$ cat src/rtl/mem_access_unit.sv
// MEM-stage load/store initiator for a word-only data memory: sub-word RMW stores, lane-extracted loads.
// Build option: define MEM_ACCESS_PERF_EN to enable the saturating load/store response counters.
module mem_access_unit #(
    parameter int unsigned ADDR_W = 32,
    parameter int unsigned DATA_W = 32
) (
    input  logic              clk,
    input  logic              reset,
    input  logic              req_valid,
    output logic              req_ready,
    input  logic              req_write,
    input  logic [1:0]        req_size,
    input  logic              req_signed,
    input  logic [ADDR_W-1:0] req_addr,
    input  logic [DATA_W-1:0] req_wdata,
    output logic              resp_valid,
    output logic [DATA_W-1:0] resp_rdata,
    output logic              resp_err,
    output logic [ADDR_W-1:0] mem_addr,
    output logic [DATA_W-1:0] mem_wdata,
    output logic              mem_read,
    output logic              mem_write,
    input  logic [DATA_W-1:0] mem_rdata,
    output logic [15:0]       load_count,
    output logic [15:0]       store_count
);

    typedef enum logic [1:0] {StIdle, StRd, StWr, StResp} state_e;

    state_e              r_state;
    state_e              w_state_d;
    logic [ADDR_W-1:0]   r_addr;
    logic [1:0]          r_size;
    logic                r_signed;
    logic                r_write;
    logic                r_err;
    logic [DATA_W-1:0]   r_rdata;
    logic [DATA_W-1:0]   r_mem_wdata;

    logic                w_req_err;
    logic [7:0]          w_byte;
    logic [15:0]         w_half;
    logic [DATA_W-1:0]   w_load_data;
    logic [DATA_W-1:0]   w_merge;

    assign w_req_err = (req_size == 2'b11) ||
                       (req_size == 2'b01 && req_addr[0]) ||
                       (req_size == 2'b10 && req_addr[1:0] != 2'b00);

    assign req_ready  = (r_state == StIdle);
    assign mem_read   = (r_state == StRd);
    assign mem_write  = (r_state == StWr);
    assign resp_valid = (r_state == StResp);
    assign resp_err   = (r_state == StResp) && r_err;
    assign resp_rdata = r_rdata;
    assign mem_addr   = {r_addr[ADDR_W-1:2], 2'b00};
    assign mem_wdata  = r_mem_wdata;

    always_comb begin
        w_state_d = r_state;
        unique case (r_state)
            StIdle: begin
                if (req_valid) begin
                    if (w_req_err) begin
                        w_state_d = StResp;
                    end else if (req_write && req_size == 2'b10) begin
                        w_state_d = StWr;
                    end else begin
                        w_state_d = StRd;
                    end
                end
            end
            StRd:    w_state_d = r_write ? StWr : StResp;
            StWr:    w_state_d = StResp;
            StResp:  w_state_d = StIdle;
            default: w_state_d = StIdle;
        endcase
    end

    // Lane extraction and extension from the live read data, captured on the edge leaving RD.
    always_comb begin
        w_byte      = 8'(mem_rdata >> {r_addr[1:0], 3'b000});
        w_half      = 16'(mem_rdata >> {r_addr[1], 4'b0000});
        w_load_data = mem_rdata;
        if (r_size == 2'b00) begin
            w_load_data = {{(DATA_W-8){r_signed & w_byte[7]}}, w_byte};
        end else if (r_size == 2'b01) begin
            w_load_data = {{(DATA_W-16){r_signed & w_half[15]}}, w_half};
        end
    end

    // Store data is still right-justified in r_mem_wdata while in RD.
    always_comb begin
        w_merge = mem_rdata;
        if (r_size == 2'b00) begin
            w_merge[{r_addr[1:0], 3'b000} +: 8] = r_mem_wdata[7:0];
        end else begin
            w_merge[{r_addr[1], 4'b0000} +: 16] = r_mem_wdata[15:0];
        end
    end

    always_ff @(posedge clk or posedge reset) begin
        if (reset) begin
            r_state     <= StIdle;
            r_addr      <= '0;
            r_size      <= 2'b00;
            r_signed    <= 1'b0;
            r_write     <= 1'b0;
            r_err       <= 1'b0;
            r_rdata     <= '0;
            r_mem_wdata <= '0;
        end else begin
            r_state <= w_state_d;
            unique case (r_state)
                StIdle: begin
                    if (req_valid) begin
                        r_addr   <= req_addr;
                        r_size   <= req_size;
                        r_signed <= req_signed;
                        r_write  <= req_write;
                        r_err    <= w_req_err;
                        if (w_req_err) begin
                            r_rdata <= '0;
                        end else if (req_write) begin
                            r_mem_wdata <= req_wdata;
                        end
                    end
                end
                StRd: begin
                    if (r_write) begin
                        r_mem_wdata <= w_merge;
                    end else begin
                        r_rdata <= w_load_data;
                    end
                end
                StWr:    r_rdata <= '0;
                default: ;
            endcase
        end
    end

`ifdef MEM_ACCESS_PERF_EN
    logic [15:0] r_load_cnt;
    logic [15:0] r_store_cnt;

    always_ff @(posedge clk or posedge reset) begin
        if (reset) begin
            r_load_cnt  <= '0;
            r_store_cnt <= '0;
        end else if (r_state == StResp && !r_err) begin
            if (r_write) begin
                if (r_store_cnt != 16'hFFFF) r_store_cnt <= r_store_cnt + 16'd1;
            end else begin
                if (r_load_cnt != 16'hFFFF) r_load_cnt <= r_load_cnt + 16'd1;
            end
        end
    end

    assign load_count  = r_load_cnt;
    assign store_count = r_store_cnt;
`else
    assign load_count  = 16'd0;
    assign store_count = 16'd0;
`endif

endmodule
$ cat config.mk
export PLATFORM = sky130hd
export DESIGN_NAME = mem_access_unit
export DESIGN_NICKNAME = d
export VERILOG_FILES = /design/src/rtl/mem_access_unit.sv
export SDC_FILE = /design/constraint.sdc
export NUM_CORES = 1
export LEC_CHECK = 0
export ABC_CLOCK_PERIOD_IN_PS = 4900
export CAP_MARGIN = 20
export CORE_MARGIN = 2
export CORE_UTILIZATION = 35
export DETAILED_ROUTE_END_ITERATION = 16
export HOLD_SLACK_MARGIN = 0.03
export PLACE_DENSITY = 0.74
export SYNTH_ARGS = -nofsm -noshare
export SYNTH_HDL_FRONTEND = slang
export SYNTH_SLANG_ARGS = --single-unit
$ cat constraint.sdc
create_clock -name clk -period 4.9 [get_ports clk]
set_input_delay 0.735 -clock clk [delete_from_list [all_inputs] [get_ports clk]]
set_output_delay 0.735 -clock clk [all_outputs]
set_load 0.05 [all_outputs]
# Word-level counts from Yosys, hierarchy flattened
# Cells that the tools add are included.
[classes] reduce_logical=14 shifts=6 eq_ne=13 n_mux=19 n_bitwise=2 addsub=2
[ops] op="32-bit two-way mux" n=10
[ops] op="32-bit case mux with 3 select lines" n=1
[ops] op="32-bit bitwise mux" n=2
[ops] op="32-bit case mux with 2 select lines" n=1
[ops] op="16-bit by 7-bit variable shift with 32-bit output (first input constant)" n=1
[ops] op="8-bit by 7-bit variable shift with 32-bit output (first input constant)" n=1
[ops] op="16-bit by 7-bit indexed part select with 32-bit output" n=1
[ops] op="8-bit by 7-bit indexed part select with 32-bit output" n=1
[ops] op="32-bit by 5-bit >> shifter with 16-bit output" n=1
[ops] op="32-bit by 5-bit >> shifter with 8-bit output" n=1
[ops] op="5-bit negator with 7-bit output" n=2
[ops] op="2-bit == test (second input constant)" n=4
[ops] op="2-bit case mux with 4 select lines" n=1
[ops] op="2-bit by 1-bit == test with 1-bit output (second input constant)" n=3
[ops] op="2-bit two-way mux" n=3
[ops] op="2-bit by 1-bit != test with 1-bit output (second input constant)" n=3
[ops] op="2-bit != test (second input constant)" n=3
[ops] op="5-bit AND reduction" n=1
[ops] op="1-bit logical AND" n=4
[ops] op="2-bit zero test" n=2
[ops] op="4-bit AND reduction" n=1
[ops] op="2-bit nonzero test" n=2
[ops] op="3-bit nonzero test" n=1
[ops] op="1-bit bitwise AND" n=2
[ops] op="3 further kinds" n=4
[totals] out_inout_bits=133 input_bits=103 register_bits=103 wordCells=64

# Longest topological paths before layout
[logic_depth] word_depth=7 mapped_depth=10 depth_no_buf=6

# Least setup slack after synthesis
# No wires, ideal clock.
[synth_path] path_kind="reg2reg" start="register r_state[0]" end="register r_mem_wdata[16], in the netlist mem_wdata[16]" slack_ns=2.457 synth_period_minus_slack_ns=2.443 setup_time_ns=0.125 required_time_ns=4.775 n_path_buf=4 stages_incl_launch_ff=11 t_arrival_ns=2.318 path_cell_list="dfrtp_1 > inv_1 > ha_1 > buf_2 > inv_1 > a41o_1 > buf_6 > and3b_1 > buf_6 > buf_12 > mux2_4"
[synth_between] elab_chain_len=3 word_cells_on_any_way=9 cone_classes="5 x eq/ne; 1 x mux; 3 x reduce/logical"
[synth_rtl] element="start: declaration" line_no="30" text="state_e r_state;"
[synth_rtl] element="start signal: assignment" line_no="104" text="r_state <= StIdle;"
[synth_rtl] element="start signal: assignment" line_no="113" text="r_state <= w_state_d;"
[synth_rtl] element="2-bit zero test *"
[synth_rtl] element="named net req_ready" line_no="10" text="output logic req_ready,"
[synth_rtl] element="2-bit != test (no source line), or another cell as far along"
[synth_rtl] element="5-bit AND reduction (no source line)"
[synth_rtl] element="end signal: assignment" line_no="125" text="r_mem_wdata <= req_wdata;"
[synth_rtl] element="end signal: assignment" line_no="131" text="r_mem_wdata <= w_merge;"
[synth_rtl] element="end: declaration" line_no="38" text="logic [DATA_W-1:0] r_mem_wdata;"
# Mark *: on every way through the listed nets, which the timed path passes. The rest lies on a longest branch.
# A chain may end at the register's enable or synchronous reset.

# Worst setup path in the final report
[layout_path] start="register r_state[1]" end="output mem_read"
[layout_between] elab_chain_len=1
[layout_rtl] element="2-bit by 1-bit == test with 1-bit output" line_no="51" text="assign mem_read = (r_state == StRd);"
[layout_rtl] element="end: declaration" line_no="21" text="output logic mem_read,"
# No other way between the ends.

==> Implementation_results.wiki <==
{| class="wikitable"
! Metric !! Value
|-
| Top post-synthesis cells by count || dfrtp_1, mux2_2, buf_4
|-
| Final-report max-slew violation count || 0
|-
| Effective utilization at floorplan || 0.3603
|-
| Total global routing overflow || 0
|-
| Critical Setup Path Class || register to output pin
|-
| Clk_skew || 0.006459 ns
|-
| Final weighted congestion of routability-driven global placement || 0.8197
|-
| Number of vias per cell after detailed routing || 5.409
|-
| Peak ir drop on the vdd network || 0.3798 mV
|-
| Startpoint Class || register
|-
| Final-layout worst hold slack || 0.4857 ns
|-
| Top cells by area, synth || dfrtp_1, mux2_2, buf_4, o2bb2ai_1, mux2i_1
|-
| Ant diodes || 0
|-
| Placeable core region || 17,360 um2
|-
| Via count of the first global-routing pass || 4,938
|-
| Hold-fix buffers at CTS || 0
|-
| Number of buffers added for setup after CTS || 0
|-
| Clock sink count || 103
|-
| Number of synthesized flops with an enable pin || 0
|-
| Worst-Skew Late Latency || 0.35 ns
|-
| Share of the cycle needed by the critical path after routing || 0.6510
|-
| Switching power || 3.477 mW
|-
| Gate power share || 0.658
|-
| CTS H-Tree Depth || 3
|-
| Number of instances in the synthesized netlist || 568
|-
| Worst min path class || register to register
|-
| Library cell with the highest instance count after synthesis || dfrtp_1
|-
| Actual transition at the worst max-transition pin || 0.9661 ns
|-
| Register share of total power || 0.237
|-
| Data arrival at the endpoint of the critical path || 2.45 ns
|-
| Share of total power consumed by net switching || 0.5027
|-
| Post-Place Worst Slack || 1.526 ns
|-
| Io pins || 236
|-
| Cell Pwr Density || 824.9 nW/um2
|-
| Number of max-capacitance violations reported || 0
|-
| Die ar. || 18,950 um2
|-
| Per-cell routed wire length || 20.08 um
|-
| Dominant register cell in the synthesized netlist || dfrtp_1
|-
| GR Util All Layers || 0.2025
|-
| Starting DRT DRC Count || 375
|-
| Horizontal extent of the die || 137.7 um
|-
| Area of combinational cells with multiple inputs || 3068 um2
|-
| Async SR Flop Fraction || 1.000
|-
| Clock-pin slew on the worst setup and hold paths || 0.07 ns
|-
| DP HPWL || 13.98 mm
|-
| Achievable Freq || 313.5 MHz
|-
| DRC Markers || 0
|-
| TritonCTS clock tree || yes
|-
| Netlist area before placement || 6253 um2
|-
| Final hold vios || 0
|-
| Outcome || completed
|-
| 1st-pass router iterations || 5
|-
| PortBufs || 201
|-
| Clock share of power || 0.105
|-
| Synthesis-to-layout area growth || 34.07%
|-
| Crit end category || output pin
|-
| Longest Clk Path Bufs || 2
|-
| Worst-case setup margin in the final layout || 1.710 ns
|-
| Sequential area share after synthesis || 0.4122
|-
| Avg Inst Size Synth || 11.01 um2
|-
| Overall routed net length || 19.04 mm
|-
| Minimum period implied by the final worst setup slack || 3.190 ns
|-
| # setup viols final || 0
|-
| Power Internal || 3.439 mW
|-
| Sum of negative setup slack || 0 ns
|-
| Maximum number of pins on one net before global-route repair || 73
|-
| Clock buffer count from CTS || 9
|-
| Largest area contributor in the netlist || dfrtp_1
|-
| Share of post-route cells with drive strength above 1 || 0.1618
|-
| CTS resizes || 0
|-
| Final nets || 830
|-
| Headroom to the max-slew limit || 0.3560
|-
| Filler cell count in the final layout || 1,606
|-
| Sequential standard cell area || 2577 um2
|-
| Total of warnings raised by yosys || 0
|-
| Master cell of the clock root buffer || clkbuf_16
|-
| Total via count after detailed routing || 5,128
|-
| Critical path peak fanout || 21
|-
| Synthesis-stage register bit count || 103
|-
| Antenna viol nets, final || 0
|-
| Initial antenna violation count || 0
|-
| Die H || 137.7 um
|-
| Floorplan row count || 48
|-
| Unrepaired setup endpoints after global routing || false
|-
| Global-route wire length before repair || 28.68 mm
|-
| Number of distinct library cells after synthesis || 53
|-
| Required time worst endpoint || 4.16 ns
|-
| Reported leakage power || 3.540 nW
|-
| Fraction of synthesized cell area taken by the top area cell type || 0.4122
|}
## cell usage in the layout (no fill, tap or decap), types with 8 or more instances in the layout
master           count
a22o_1              15
clkbuf_16            9
nor2b_1              8
a32o_1               9
mux2i_1             17
ha_1                 9
dfrtp_1            103
a21o_1               8
o21ai_0             29
a221oi_1            16
nor2_1              12
nand2_1             35
clkdlybuf4s50_1    201
o2bb2ai_1           40
a31oi_1             22
buf_4                8
conb_1              34
mux2_4               9
inv_1                9
mux2_2              68
## power by group through the flow
stage	Clock, mW	Combinational (mW)	Sequential, mW
finish	0.727	4.55	1.64
global route	0.782	4.80	1.71
CTS	0.750	4.55	1.64
detailed placement	0	4.54	1.65
global placement	0	4.46	1.65
floorplan	0	2.60	2.43
## layout make-up
cell class / instances / area share
inverters: 12 / 0.005671
clock buffers: 11 / 0.02776
repair buffers: 212 / 0.2528
clock inverters: 5 / 0.006865
well taps: 225 / 0.03358
flip-flops and latches: 103 / 0.3074
multi-input cells: 380 / 0.3659
## sequential cells by signal, summed over array words and instances (netlist names)
name,cells
resp_rdata,32
r_size,2
r_state,2
r_addr,32
r_err,1
mem_wdata,32
r_write,1
r_signed,1
## worst paths after layout
kind | from | endpoint | slack [ns] | depth (start not counted)
min in group asynchronous | reset | mem_wdata[28] | 0.90 | 2
max | r_state[1] | mem_read | 1.71 | 3
min reg2reg | r_err | r_err | 0.49 | 1
max in group asynchronous | reset | r_addr[3] | 2.94 | 3
min | r_err | r_err | 0.49 | 1
max reg2reg | r_state[1] | mem_wdata[23] | 1.86 | 7
## per-stage QoR
step | total power, mW | utilization | cells | cell area, um2
after floorplan | 5.036 | - | 601 | 6377
after global placement | 6.114 | 0.4632 | 928 | 8039
after detailed placement | 6.192 | 0.4647 | 929 | 8066
after CTS | 6.947 | 0.4815 | 945 | 8357
after global routing | 7.291 | 0.4831 | 948 | 8384
final | 6.916 | 0.4831 | 948 | 8384
## cell families after synthesis
family / synth area share
flops: 0.4122
compound gates: 0.1923
simple gates: 0.06343
mux: 0.1965
buf+inv: 0.1170
other cells: 0.0005997
fa+ha+maj: 0.01801
## per-layer routing
| metal | vias to the layer above | global-route usage | share of wire |
|---|---|---|---|
| met2 | 250 | 0.3167 | 0.46 |
| met3 | 29 | 0.04709 | 0.088 |
| met4 | 0 | 0.07216 | 0.024 |
| li1 | 2315 | - | - |
| met5 | - | 0 | 0 |
| met1 | 2534 | 0.2743 | 0.43 |
## critical path: stages (launching register included)
cell             delay, ns
dfrtp_1               0.40
inv_1                 0.12
ha_1                  0.63
clkdlybuf4s50_1       0.95
No activity file was read; power rests on OpenSTA's default activity.
